==> src/rtl/FetchUnitTypes.sv <==
// Shared types, encodings and size defaults for the fetch unit's gshare branch predictor.
package FetchUnitTypes;

    localparam int PHT_INDEX_WIDTH_DEFAULT = 8;
    localparam int GHR_WIDTH_DEFAULT       = 8;
    localparam int ADDR_WIDTH_DEFAULT      = 32;

    // Two-bit saturating direction counter; bit 1 is the predicted direction.
    typedef logic [1:0] PhtCounter;

    localparam PhtCounter PHT_STRONG_NT = 2'b00;
    localparam PhtCounter PHT_WEAK_NT   = 2'b01;
    localparam PhtCounter PHT_WEAK_T    = 2'b10;
    localparam PhtCounter PHT_STRONG_T  = 2'b11;

    typedef enum logic {
        PRED_INIT,
        PRED_RUN
    } PredState;

endpackage

==> src/rtl/PhtCounterUpdate.sv <==
// Saturating next-value logic for one pattern history table counter.
module PhtCounterUpdate
    import FetchUnitTypes::*;
(
    input  PhtCounter counter,
    input  logic      taken,
    output PhtCounter nextCounter
);

    always_comb begin
        nextCounter = counter;
        if (taken) begin
            if (counter != PHT_STRONG_T) nextCounter = counter + 2'd1;
        end else begin
            if (counter != PHT_STRONG_NT) nextCounter = counter - 2'd1;
        end
    end

endmodule

==> src/rtl/gshare_predictor.sv <==
// Gshare direction predictor: PC xor global history indexes a table of 2-bit counters,
// with speculative history update at fetch and history repair on mispredict.
module gshare_predictor
    import FetchUnitTypes::*;
#(
    parameter int PHT_INDEX_WIDTH = PHT_INDEX_WIDTH_DEFAULT,
    parameter int GHR_WIDTH       = GHR_WIDTH_DEFAULT,
    parameter int ADDR_WIDTH      = ADDR_WIDTH_DEFAULT
) (
    input  logic                  clk,
    input  logic                  rst,
    input  logic [ADDR_WIDTH-1:0] fetchPc,
    input  logic                  fetchValid,
    input  logic                  fetchStall,
    input  logic                  fetchIsBranch,
    output logic                  isBranchTakenPredicted,
    output logic                  predictValid,
    output logic [GHR_WIDTH-1:0]  predictGhr,
    input  logic                  resolveValid,
    input  logic [ADDR_WIDTH-1:0] resolvePc,
    input  logic [GHR_WIDTH-1:0]  resolveGhr,
    input  logic                  resolveTaken,
    input  logic                  resolveMispredict,
    output logic                  ready
);

    localparam int PHT_ENTRIES = 1 << PHT_INDEX_WIDTH;

    typedef logic [PHT_INDEX_WIDTH-1:0] pht_idx_t;
    typedef logic [GHR_WIDTH-1:0]       ghr_t;

    localparam pht_idx_t INIT_LAST = '1;

    PredState  state_q, state_d;
    pht_idx_t  init_idx_q, init_idx_d;
    ghr_t      ghr_q, ghr_d;
    ghr_t      pred_ghr_q, pred_ghr_d;
    logic      pred_taken_q, pred_taken_d;
    logic      pred_valid_q, pred_valid_d;
    PhtCounter pht_q [PHT_ENTRIES];

    logic      running;
    logic      recover;
    logic      fetch_accept;
    logic      spec_shift;
    pht_idx_t  lookup_idx;
    pht_idx_t  update_idx;
    pht_idx_t  pht_widx;
    PhtCounter pht_wdata;
    logic      pht_we;
    PhtCounter update_cur;
    PhtCounter update_next;
    logic      unused_pc_bits;

    assign lookup_idx = fetchPc[PHT_INDEX_WIDTH+1:2] ^ pht_idx_t'(ghr_q);
    assign update_idx = resolvePc[PHT_INDEX_WIDTH+1:2] ^ pht_idx_t'(resolveGhr);
    assign update_cur = pht_q[update_idx];

    assign unused_pc_bits = ^{fetchPc[ADDR_WIDTH-1:PHT_INDEX_WIDTH+2], fetchPc[1:0],
                              resolvePc[ADDR_WIDTH-1:PHT_INDEX_WIDTH+2], resolvePc[1:0]};

    assign recover      = running && resolveValid && resolveMispredict;
    assign fetch_accept = running && fetchValid && !fetchStall;
    assign spec_shift   = running && pred_valid_q && fetchIsBranch && !fetchStall;

    PhtCounterUpdate u_counter_update (
        .counter     (update_cur),
        .taken       (resolveTaken),
        .nextCounter (update_next)
    );

    always_ff @(posedge clk) begin
        if (rst) begin
            state_q    <= PRED_INIT;
            init_idx_q <= '0;
        end else begin
            state_q    <= state_d;
            init_idx_q <= init_idx_d;
        end
    end

    // The init walk parks on the last index instead of wrapping.
    always_comb begin
        state_d    = state_q;
        init_idx_d = init_idx_q;
        if (state_q == PRED_INIT) begin
            if (init_idx_q == INIT_LAST) state_d = PRED_RUN;
            else                         init_idx_d = init_idx_q + pht_idx_t'(1);
        end
    end

    always_comb begin
        running = (state_q == PRED_RUN);
        ready   = running;
    end

    // One write port shared by the init sweep and branch resolution.
    always_comb begin
        pht_we    = 1'b0;
        pht_widx  = init_idx_q;
        pht_wdata = PHT_WEAK_NT;
        if (!running) begin
            pht_we = 1'b1;
        end else if (resolveValid) begin
            pht_we    = 1'b1;
            pht_widx  = update_idx;
            pht_wdata = update_next;
        end
    end

    // NOTE: the table has no reset; the INIT sweep writes every entry before any lookup is accepted.
    always_ff @(posedge clk) begin
        if (pht_we) pht_q[pht_widx] <= pht_wdata;
    end

    // Lookup samples pht_q before this edge's write lands, giving read-first behaviour.
    always_comb begin
        ghr_d        = ghr_q;
        pred_ghr_d   = pred_ghr_q;
        pred_taken_d = pred_taken_q;
        pred_valid_d = pred_valid_q;
        if (recover) begin
            ghr_d        = {resolveGhr[GHR_WIDTH-2:0], resolveTaken};
            pred_valid_d = 1'b0;
        end else begin
            if (spec_shift) ghr_d = {ghr_q[GHR_WIDTH-2:0], pred_taken_q};
            if (running && !fetchStall) begin
                pred_valid_d = fetch_accept;
                if (fetch_accept) begin
                    pred_taken_d = pht_q[lookup_idx][1];
                    pred_ghr_d   = ghr_q;
                end
            end
        end
    end

    always_ff @(posedge clk) begin
        if (rst) begin
            ghr_q        <= '0;
            pred_ghr_q   <= '0;
            pred_taken_q <= 1'b0;
            pred_valid_q <= 1'b0;
        end else begin
            ghr_q        <= ghr_d;
            pred_ghr_q   <= pred_ghr_d;
            pred_taken_q <= pred_taken_d;
            pred_valid_q <= pred_valid_d;
        end
    end

    assign isBranchTakenPredicted = pred_taken_q;
    assign predictValid           = pred_valid_q;
    assign predictGhr             = pred_ghr_q;

endmodule

==> config.mk <==
export PLATFORM = sky130hd
export DESIGN_NAME = gshare_predictor
export DESIGN_NICKNAME = d
export VERILOG_FILES = /design/src/rtl/FetchUnitTypes.sv /design/src/rtl/PhtCounterUpdate.sv /design/src/rtl/gshare_predictor.sv
export SDC_FILE = /design/constraint.sdc
export NUM_CORES = 1
export LEC_CHECK = 0
export ABC_CLOCK_PERIOD_IN_PS = 15380
export BUFFER_PORTS_ARGS = -buffer_cell sky130_fd_sc_hd__buf_2
export CORE_ASPECT_RATIO = 1.4
export CORE_MARGIN = 1.5
export CORE_UTILIZATION = 30
export CTS_CLUSTER_DIAMETER = 40
export DETAILED_ROUTE_END_ITERATION = 6
export SYNTH_ARGS = -nofsm -noshare
export SYNTH_HDL_FRONTEND = slang
export SYNTH_SLANG_ARGS = --single-unit
export TNS_END_PERCENT = 30
==> constraint.sdc <==
create_clock -name clk -period 15.38 [get_ports clk]
set_clock_uncertainty 0.15 [all_clocks]
set_input_delay 0 -clock clk [delete_from_list [all_inputs] [get_ports clk]]
set_output_delay 0 -clock clk [all_outputs]
set_load 0.005 [all_outputs]
* After elaboration in Yosys (flattened, before gate mapping)
Memories as Yosys holds them, arrays and structs flattened. A register that Yosys moved wholly into a read port is not among the register bits.
Index checks and enable logic that the tools add are counted.
** Storage, ports and cells
- Memory bits (writable) :: 512
- Register bits :: 26
- Memories :: 1
- Logic and storage cells :: 45
** Memories
- pht_q :: words 256, bits a word 2, rd ports 2, clocked after memory_dff 1, write ports 1, line gshare_predictor.sv:40 : PhtCounter pht_q [PHT_ENTRIES];
** Cells by class
- Add/sub/neg operators :: 3
- Multiplexer cells :: 15
- Bitwise logic cells :: 5
- Eq/ne operators :: 2
- Reductions and logical operators :: 14
** Operator list (number)
- $mux 8 :: 4
- $xor 8x8->8 :: 2
- $mux 2 :: 5
- $add 8x1->8 const B :: 1
- $eq 8x8->1 const B :: 1
- $logic_and 1x1->1 :: 8
- $mux 1 :: 6
- $reduce_bool 2->1 :: 2
- $not 1->1 :: 3
- $reduce_and 3->1 :: 1
- $add 2x1->2 const B :: 1
- $ne 2x2->1 const B :: 1
- $reduce_and 2->1 :: 1
- $reduce_or 2->1 :: 1
- $sub 2x1->2 const B :: 1
- $logic_not 1->1 :: 1

* Logic depth before layout (Yosys ltp)
Gate-level depths: netlist (run 1).
An unclocked memory read counts as a cell.
- Depth in word-level cells :: 7
- Depth in mapped cells :: 12

* Hierarchy
From an unflattened synthesis (run 1), not the netlist that was laid out.
** Second synthesis, totals
- Cell total of the unflattened synthesis :: 1448
- Area, all modules :: 24354.6 µm²
** By module, submodules not included
- gshare_predictor :: area each 24328.3 µm², times used 1, cells each 1445, seq. area each 15915.3 µm²
- PhtCounterUpdate :: area each 26.3 µm², times used 1, cells each 3, seq. area each 0.0 µm²

* Worst setup path after synthesis (run 1)
OpenSTA, ideal clock, no wires.
- Kind :: input to register
- Start :: input resolvePc[2]
- End :: memory pht_q[0][0] (netlist bit) (data pin)
- Data required time :: 12985 ps
- Data arrival time :: 12445 ps
- Stages on the path :: 9
- Slack :: 539 ps
- Path buffers :: 2
- Cells stage by stage :: xor2_4 > buf_12 > buf_12 > mux4_1 > o211a_1 > nor4_1 > a22o_1 > and4bb_2 > a211oi_1
** Between the ends
- Longest elaborated chain between the ends :: 7
- Elaborated cells on any way between the ends :: 11
** RTL lines
- from (decl) :: line gshare_predictor.sv:20 : input logic [ADDR_WIDTH-1:0] resolvePc,
- $xor 8x8->8 (*) :: line gshare_predictor.sv:56 : assign update_idx = resolvePc[PHT_INDEX_WIDTH+1:2] ^ pht_idx_t'(resolveGhr);
- $mem_v2 256x2 (*)
- $sub 2x1->2, or another cell as far along :: line PhtCounterUpdate.sv:15 : if (counter != PHT_STRONG_NT) nextCounter = counter - 2'd1;
- $mux 2, on equally long branches :: line PhtCounterUpdate.sv:15, PhtCounterUpdate.sv:13
- $mux 2 (*) :: line PhtCounterUpdate.sv:12 : if (taken) begin
- $mux 2 (*) :: line gshare_predictor.sv:104 : end else if (resolveValid) begin
- $mux 2 (*) :: line gshare_predictor.sv:102 : if (!running) begin
- named net pht_wdata[0] :: line gshare_predictor.sv:49 : PhtCounter pht_wdata;
- to (decl) :: line gshare_predictor.sv:40
Mark *: on every way through the listed nets, which the timed path passes. The rest lies on a longest branch.

* Final worst setup path (run 1)
- Start :: input resolveGhr[0]
- End :: memory pht_q[184][0] (netlist bit) (data pin)
** Between the ends
- Longest elaborated chain between the ends :: 7
- Elaborated cells on any way between the ends :: 11
** RTL lines
- from (decl) :: line gshare_predictor.sv:21 : input logic [GHR_WIDTH-1:0] resolveGhr,
- $xor 8x8->8 (*) :: line gshare_predictor.sv:56
- $mem_v2 256x2 (*)
- $sub 2x1->2, or another cell as far along :: line PhtCounterUpdate.sv:15
- $mux 2, on equally long branches :: line PhtCounterUpdate.sv:15, PhtCounterUpdate.sv:13
- $mux 2 (*) :: line PhtCounterUpdate.sv:12
- $mux 2 (*) :: line gshare_predictor.sv:104
- $mux 2 (*) :: line gshare_predictor.sv:102
- named net pht_wdata[0] :: line gshare_predictor.sv:49
Marks and branches as above.

==> metrics.txt, run 1 <==
Mapped Nets=1685; Setup Buffers After CTS=0; LEAKAGE=9.40 nW; final setup violating endpoints=0; reg2reg end=pht_q[184][0]; CTS Sinks=539; worst min-delay path endpoint=isBranchTakenPredicted; total gr overflow=0; CTS HTree Levels=2; register area share after synthesis=64.4%; Worst Setup Slack, final=9.59 ns; initial core utilization=30.3%; worst-skew pair later-pin latency=roughly 0.6 ns; HP Class=in -> reg; post-synthesis cell count=1604; top area cells in the synthesized netlist=edfxtp_1, mux4_2, nor2_1, mux4_1, nand2_1; # DRC=0; critical path cell sequence=dlygate4sd3_1, buf_2, xor2_4, buf_4, buf_12, nor2_1, a32oi_1, a31oi_1, nor4bb_1, o32a_1, and4bb_2, a211oi_4, buf_4, buf_4; Hold Path Cell Cnt=7; Area Growth Syn to Fin=13.6%; CTS max path bufs=3; Post-synth EDFFs=512; cell area after layout=around 28000 sq um; Post-DRT Antenna Nets=0; startpoint class of the critical path=input pin; share of the synthesized area in the top cell type=62.2%; minimum clock period=5.79 ns; Synth async-reset ratio=0%; DR vias=15225; clock root cell=clkbuf_16; GRT Resource Usage Total=17.3%; DP Worst Slack=9.59 ns; CTS Buf Count=51; Die W=246 microns; Power Dens Cells=~110 nW/um^2; vias in the first global route=15708; dpl cells=2658; Routed WL=73300 microns; Netlist cell types=63; Reg2Reg Depth=9; Synth Register Bits=539; HP Start=fetchPc[8]; Starting DRT DRC Count=between 1500 and 2000; Yosys top cell by area=edfxtp_1; highest clock rate=173 MHz; Crit path required time=~15 ns; first-pass GRT wire length=106000 microns; fin crit share=between 30 and 40%; status=finished, final reports clean; wire length per cell=around 26 microns; Worst path most repeated cell=buf_4; Synth top cells by count=edfxtp_1, nor2_1, nand2_1, mux4_2, clkbuf_1; antenna violations before repair=2; Worst setup EP type=flip-flop; Ports=91; Ys Warns=0; max incr delay on CP=~0.85 ns; Worst Path Max Fanout=96; ratio of cells with drive above 1 in the final layout=19.0%; # Max-Cap Violations=0; final cell count without fillers=2775; Avg Cell Area, Syn=15.4 sq um; synthesized cell area=24700 sq um; Vias/cell=5.49; Worst R2R Start=pht_q[68][0]; grt met1 use=20.3%; largest net degree at the start of global routing=130; Worst Max-Slew Pin Slew=1.27 ns; Power, Total=3.18 mW; Hold Fails Final Rpt=0; first-pass detailed-route iteration total=5; Slew HR=15.3%; CTS clock-pin slew for the worst setup and hold paths=0.07 ns; setup TNS=0 ns; die area=between 80000 and 90000 sq um; Port Buffers=42; RSZ-0062 raised after global routing=false; Worst EP arrival=5.89 ns; die height=343 microns; Area after DPL=26100 sq um; Resized Gates After CTS=0; max-slew violations=0; Top Family by Delay on Critical Path=buffers and inverters; CP max stage cell=nor4bb_1; Peak VDD IR=0.0000839 V; post-DP HPWL=45700 microns; most instantiated library cell after synthesis=edfxtp_1; CP Buf/Inv Count=6; layout net count=approximately 1700; Core Area=81600 sq um; gpl congestion=between 0.9 and 1; GR met3 Demand/Resource=under 10%; Setup CP Type=in -> reg; Main synth FF type=edfxtp_1; CTS tree=yes; Reg2Reg Setup Slack=10.64 ns; Rows=124; grt peak-use layer=met2; met2 Resource Use GR=29.9%
layout make-up:
class | count | area (sq um)
Sequential cell | 539 | 15900
Timing Repair Buffer | 105 | 771
Tap cell | 1071 | 1340
Clock buffer | 57 | 1340
Multi-Input combinational cell | 967 | 8330
Inverter | 1 | 3.75
Fill cell | 7834 | 53500
Clock inverter | 34 | 372
Antenna cell | 1 | 2.50
worst max-delay path by stage:
stage,start,to,slack (ns),depth (start not counted)
final,resolveGhr[0],pht_q[184][0],9.59,14
after global routing,resolveGhr[0],pht_q[4][1],9.32,14
after CTS,resolveGhr[0],pht_q[4][0],9.64,14
after detailed placement,resolveGhr[0],pht_q[36][0],9.59,13
after global placement,resolveGhr[0],pht_q[46][0],9.72,13
after floorplan,resolvePc[2],pht_q[0][0],0.54,9
sequential cells by signal, summed over array words and instances, names as in the netlist:
signal	cells
predictValid	1
isBranchTakenPredicted	1
ready	1
ghr_q	8
init_idx_q	8
pht_q	512
predictGhr	8
layout by cell type (no fill, tap or decap), drive strengths merged, types with 15 or more instances in the layout:
cell,synthesis,routed
edfxtp,512,512
nor2,316,316
nand2,179,179
mux4,174,174
buf,46,80
clkbuf,50,57
a21oi,39,39
mux2i,37,37
a22oi,33,33
dfxtp,27,27
nand3,26,26
dlygate4sd3,0,25
xor2,18,18
xnor2,16,16
clkinv,0,15
metal layers:
layer  vias to the layer above  share of wire (%)
li1                       6416                  -
met1                      7808                 36
met2                       784                 50
met3                       215                7.8
met4                         2                6.3
met5                         -              0.018
cells by family after synthesis:
logic type      Yosys count  share of synthesized area (%)
fa+ha+maj                 1                         0.0506
mux                     215                           18.1
xor+xnor                 34                           1.28
flops                   539                           64.4
buf+inv                  98                           2.57
compound gates          161                           4.55
simple gates            556                           9.02
timing repair:
| action | CTS | global route |
|---|---|---|
| setup endpoints to repair | 0 | 0 |
| hold buffers | 25 | 0 |
| endpoints found under the hold margin | 27 | 0 |
worst min-delay path, cell delays in order:
cell and delay [ns]:
buf_2 0.08, xnor2_1 0.06, buf_4 0.16, nor2_1 0.10, a32oi_1 0.16, nor2_1 0.14, nor4_1 0.06
stage by stage:
stage	hold slack [ns]	util [%]
after floorplan	-0.0555	-
after global placement	0.0551	32.0
after detailed placement	0.0649	32.0
after CTS	0.0249	34.4
after global routing	0.131	34.4
final	0.0792	34.4
power by group:
part	switching (mW)	internal [mW]
Clock	0.571	0.736
Sequential	0.00162	1.58
Combinational	0.183	0.105
Total	0.756	2.42
(Power assumes the default switching activity.)
==> inputs of run 2 (changes only) <==
--- a/config.mk
+++ b/config.mk
@@ -5,7 +5,7 @@
 export SDC_FILE = /design/constraint.sdc
 export NUM_CORES = 1
 export LEC_CHECK = 0
-export ABC_CLOCK_PERIOD_IN_PS = 15380
+export ABC_CLOCK_PERIOD_IN_PS = 4800
 export BUFFER_PORTS_ARGS = -buffer_cell sky130_fd_sc_hd__buf_2
 export CORE_ASPECT_RATIO = 1.4
 export CORE_MARGIN = 1.5
==> constraint.sdc (replaced) <==
create_clock -name clk -period 4.8 [get_ports clk]
set_clock_uncertainty 0.15 [all_clocks]
set_input_delay 0 -clock clk [delete_from_list [all_inputs] [get_ports clk]]
set_output_delay 0 -clock clk [all_outputs]
set_load 0.005 [all_outputs]
==> run 2 against run 1 <==
  * Non-clock buffer count increased by 38
  * Die area unchanged
  * Cell count increased by 1.2%
  * Count of clock-buffer cells in the layout unchanged
  * Total power increased to 3.1 times the previous value
  * Critical path depth stayed put
  * Critical path type unchanged
  * Critical endpoint is now pht_q[93][0]
==> metrics.txt, run 2 (same netlist as run 1, synthesis figures left out) <==
max-slew violations=0 (unchanged); final cell count without fillers=2809 (+1.2%); Filler cells=7891 (+0.73%); post-DP HPWL=48700 microns (+6.6%); final setup violating endpoints=0 (unchanged); GRT Resource Usage Total=17.4% (+0.10 points); Reg2Reg Setup Slack=0.76 ns (-9.88 ns); Peak VDD IR=0.000248 V (+200%); fin crit share=89.4%; first-pass detailed-route iteration total=7 (+2); Routed WL=74400 microns (+1.4%); reg2reg end=isBranchTakenPredicted; commonest non-fill, non-tap cell in the layout=edfxtp_1; # Max-Cap Violations=0 (unchanged); Worst Setup Slack, final=0.507 ns (-9.08 ns); minimum clock period=around 4.3 ns; Core Area=81600 sq um (unchanged); Rows=124 (unchanged); Reg with most FFs=pht_q; antenna violations before repair=0 (-2); startpoint class of the critical path=input pin; CTS tree=yes; worst-skew pair later-pin latency=0.60 ns (about the same); Setup crit start=resolveGhr[2]; dpl cells=2696 (+1.4%); HP Class=in -> reg; Hold Fails Final Rpt=0 (unchanged); CTS HTree Levels=2 (unchanged); worst min-delay path endpoint=isBranchTakenPredicted; first-pass GRT wire length=107000 microns (+0.61%); Port Buffers=42 (unchanged); Power, Total=9.99 mW (+210%); Switching Share=23.9% (+0.077 points); layout net count=1781 (+2.0%); die height=343 microns (unchanged); gpl congestion=0.953 (+1.8%); Ports=91 (unchanged); CTS Sinks=539 (unchanged); total gr overflow=0 (unchanged); vias in the first global route=15753 (+0.29%); Setup Buffers After CTS=0 (unchanged); Worst Max-Slew Pin Slew=1.32 ns (+0.0564 ns); Starting DRT DRC Count=1593 (-3.7%); Vias/cell=5.49 (about the same); Die W=246 microns (unchanged); Layout Utilization=34.8% (+0.38 points); Power Dens Cells=352 nW/um^2 (+210%); Worst Path Max Fanout=56 (-42%); clock root cell=clkbuf_16; Worst R2R Start=ghr_q[0]; HP Start=fetchPc[6]; ratio of cells with drive above 1 in the final layout=19.9% (+0.90 points); setup TNS=0 ns (unchanged); Area Growth Syn to Fin=14.8%; most frequent cells in the layout=edfxtp_1, nor2_1, nand2_1; Hold Path Cell Cnt=7 (unchanged); Slew HR=11.4% (-3.9 points); Worst EP arrival=4.54 ns (-1.35 ns); sw power=2.38 mW (+220%); Seq pwr share=50.8% (+1.0 points); CTS Buf Count=48 (-5.9%); DR vias=15417 (+1.3%); clock network power share=39.3% (-1.8 points); Post-DRT Antenna Nets=0 (unchanged); initial core utilization=30.3% (unchanged); Setup CP Type=in -> reg; Int Power=7.61 mW (+210%); die area=84100 sq um (unchanged); DP Worst Slack=0.707 ns (-8.89 ns); highest clock rate=233 MHz; LEAKAGE=9.57 nW (+1.8%); sequential cell area=15900 sq um (unchanged); CTS clock-pin slew for the worst setup and hold paths=0.07 ns (about the same); RSZ-0062 raised after global routing=false; Crit path required time=5.05 ns (-10.43 ns); status=finished, final reports clean; wire length per cell=26.5 microns (+0.19%); hold slack=0.0958 ns (+0.0165 ns); CTS max path bufs=3 (unchanged); # DRC=0 (unchanged); Worst setup EP type=flip-flop; Area after DPL=26600 sq um (+1.7%); Resized Gates After CTS=0 (unchanged); cell area after layout=28400 sq um (+1.1%); area of the multi-input gates=8300 sq um (-0.35%); Logic pwr share=9.9% (+0.8 points); largest net degree at the start of global routing=89 (-32%); max reg flops=512 (unchanged); Reg2Reg Depth=8 (-1)
run 2: cell count changes in the layout (fill, tap and decap cells not counted), sizes merged:
cell,change
bufinv,-1
clkinvlp,-3
buf,+38
run 2: metal layers:
metal | vias to the layer above | track usage, % | wire, microns
met3 | 212 | 2.82 | 5710
met5 | - | 0 | 0
met4 | 0 | 9.97 | 4520
met2 | 835 | 31.0 | 38200
met1 | 7888 | 19.5 | 25900
li1 | 6482 | - | -
run 2: worst max-delay path: stages:
cell,delay (ns)
dlygate4sd3_1,0.54
buf_2,0.18
xnor2_2,0.20
buf_4,0.23
nor2_1,0.75
buf_4,0.35
a22oi_1,0.10
a21oi_1,0.60
o21ai_1,0.20
a22oi_2,0.29
a211oi_1,0.16
a211oi_4,0.42
buf_4,0.22
buf_12,0.22
run 2: how the worst max path moves through the flow:
stage | slack, ns | endpoint | depth (start not counted)
6_report | 0.51 | pht_q[93][0] | 14
3_3_place_gp | 0.69 | pht_q[4][1] | 13
3_5_place_dp | 0.71 | pht_q[4][1] | 13
4_1_cts | 0.74 | pht_q[35][1] | 14
5_1_grt | 0.47 | pht_q[151][0] | 14
2_1_floorplan | -5.16 | pht_q[0][1] | 11
run 2: repair_timing:
item | in CTS | in global routing
endpoints found under the hold margin | 27 | 0
endpoints found under the setup margin | 0 | 0
hold buffers | 25 | 0
run 2: power groups by stage:
| stage | clock, mW | combinational (mW) | sequential [mW] |
|---|---|---|---|
| 2_1_floorplan | 0 | 0.599 | 5.18 |
| 3_3_place_gp | 0 | 0.965 | 5.18 |
| 3_5_place_dp | 0 | 0.964 | 5.18 |
| 4_1_cts | 3.96 | 0.976 | 5.07 |
| 5_1_grt | 4.11 | 1.02 | 5.07 |
| 6_report | 3.93 | 0.989 | 5.07 |
run 2: cell type report:
class,instances,area share (%)
clock buffer,57,4.43
sequential,539,56.1
inverter,1,0.0132
clock inverter,30,1.09
antenna,1,0.00882
multi-input combinational,967,29.2
tap,1071,4.72
timing repair buffer,143,4.43
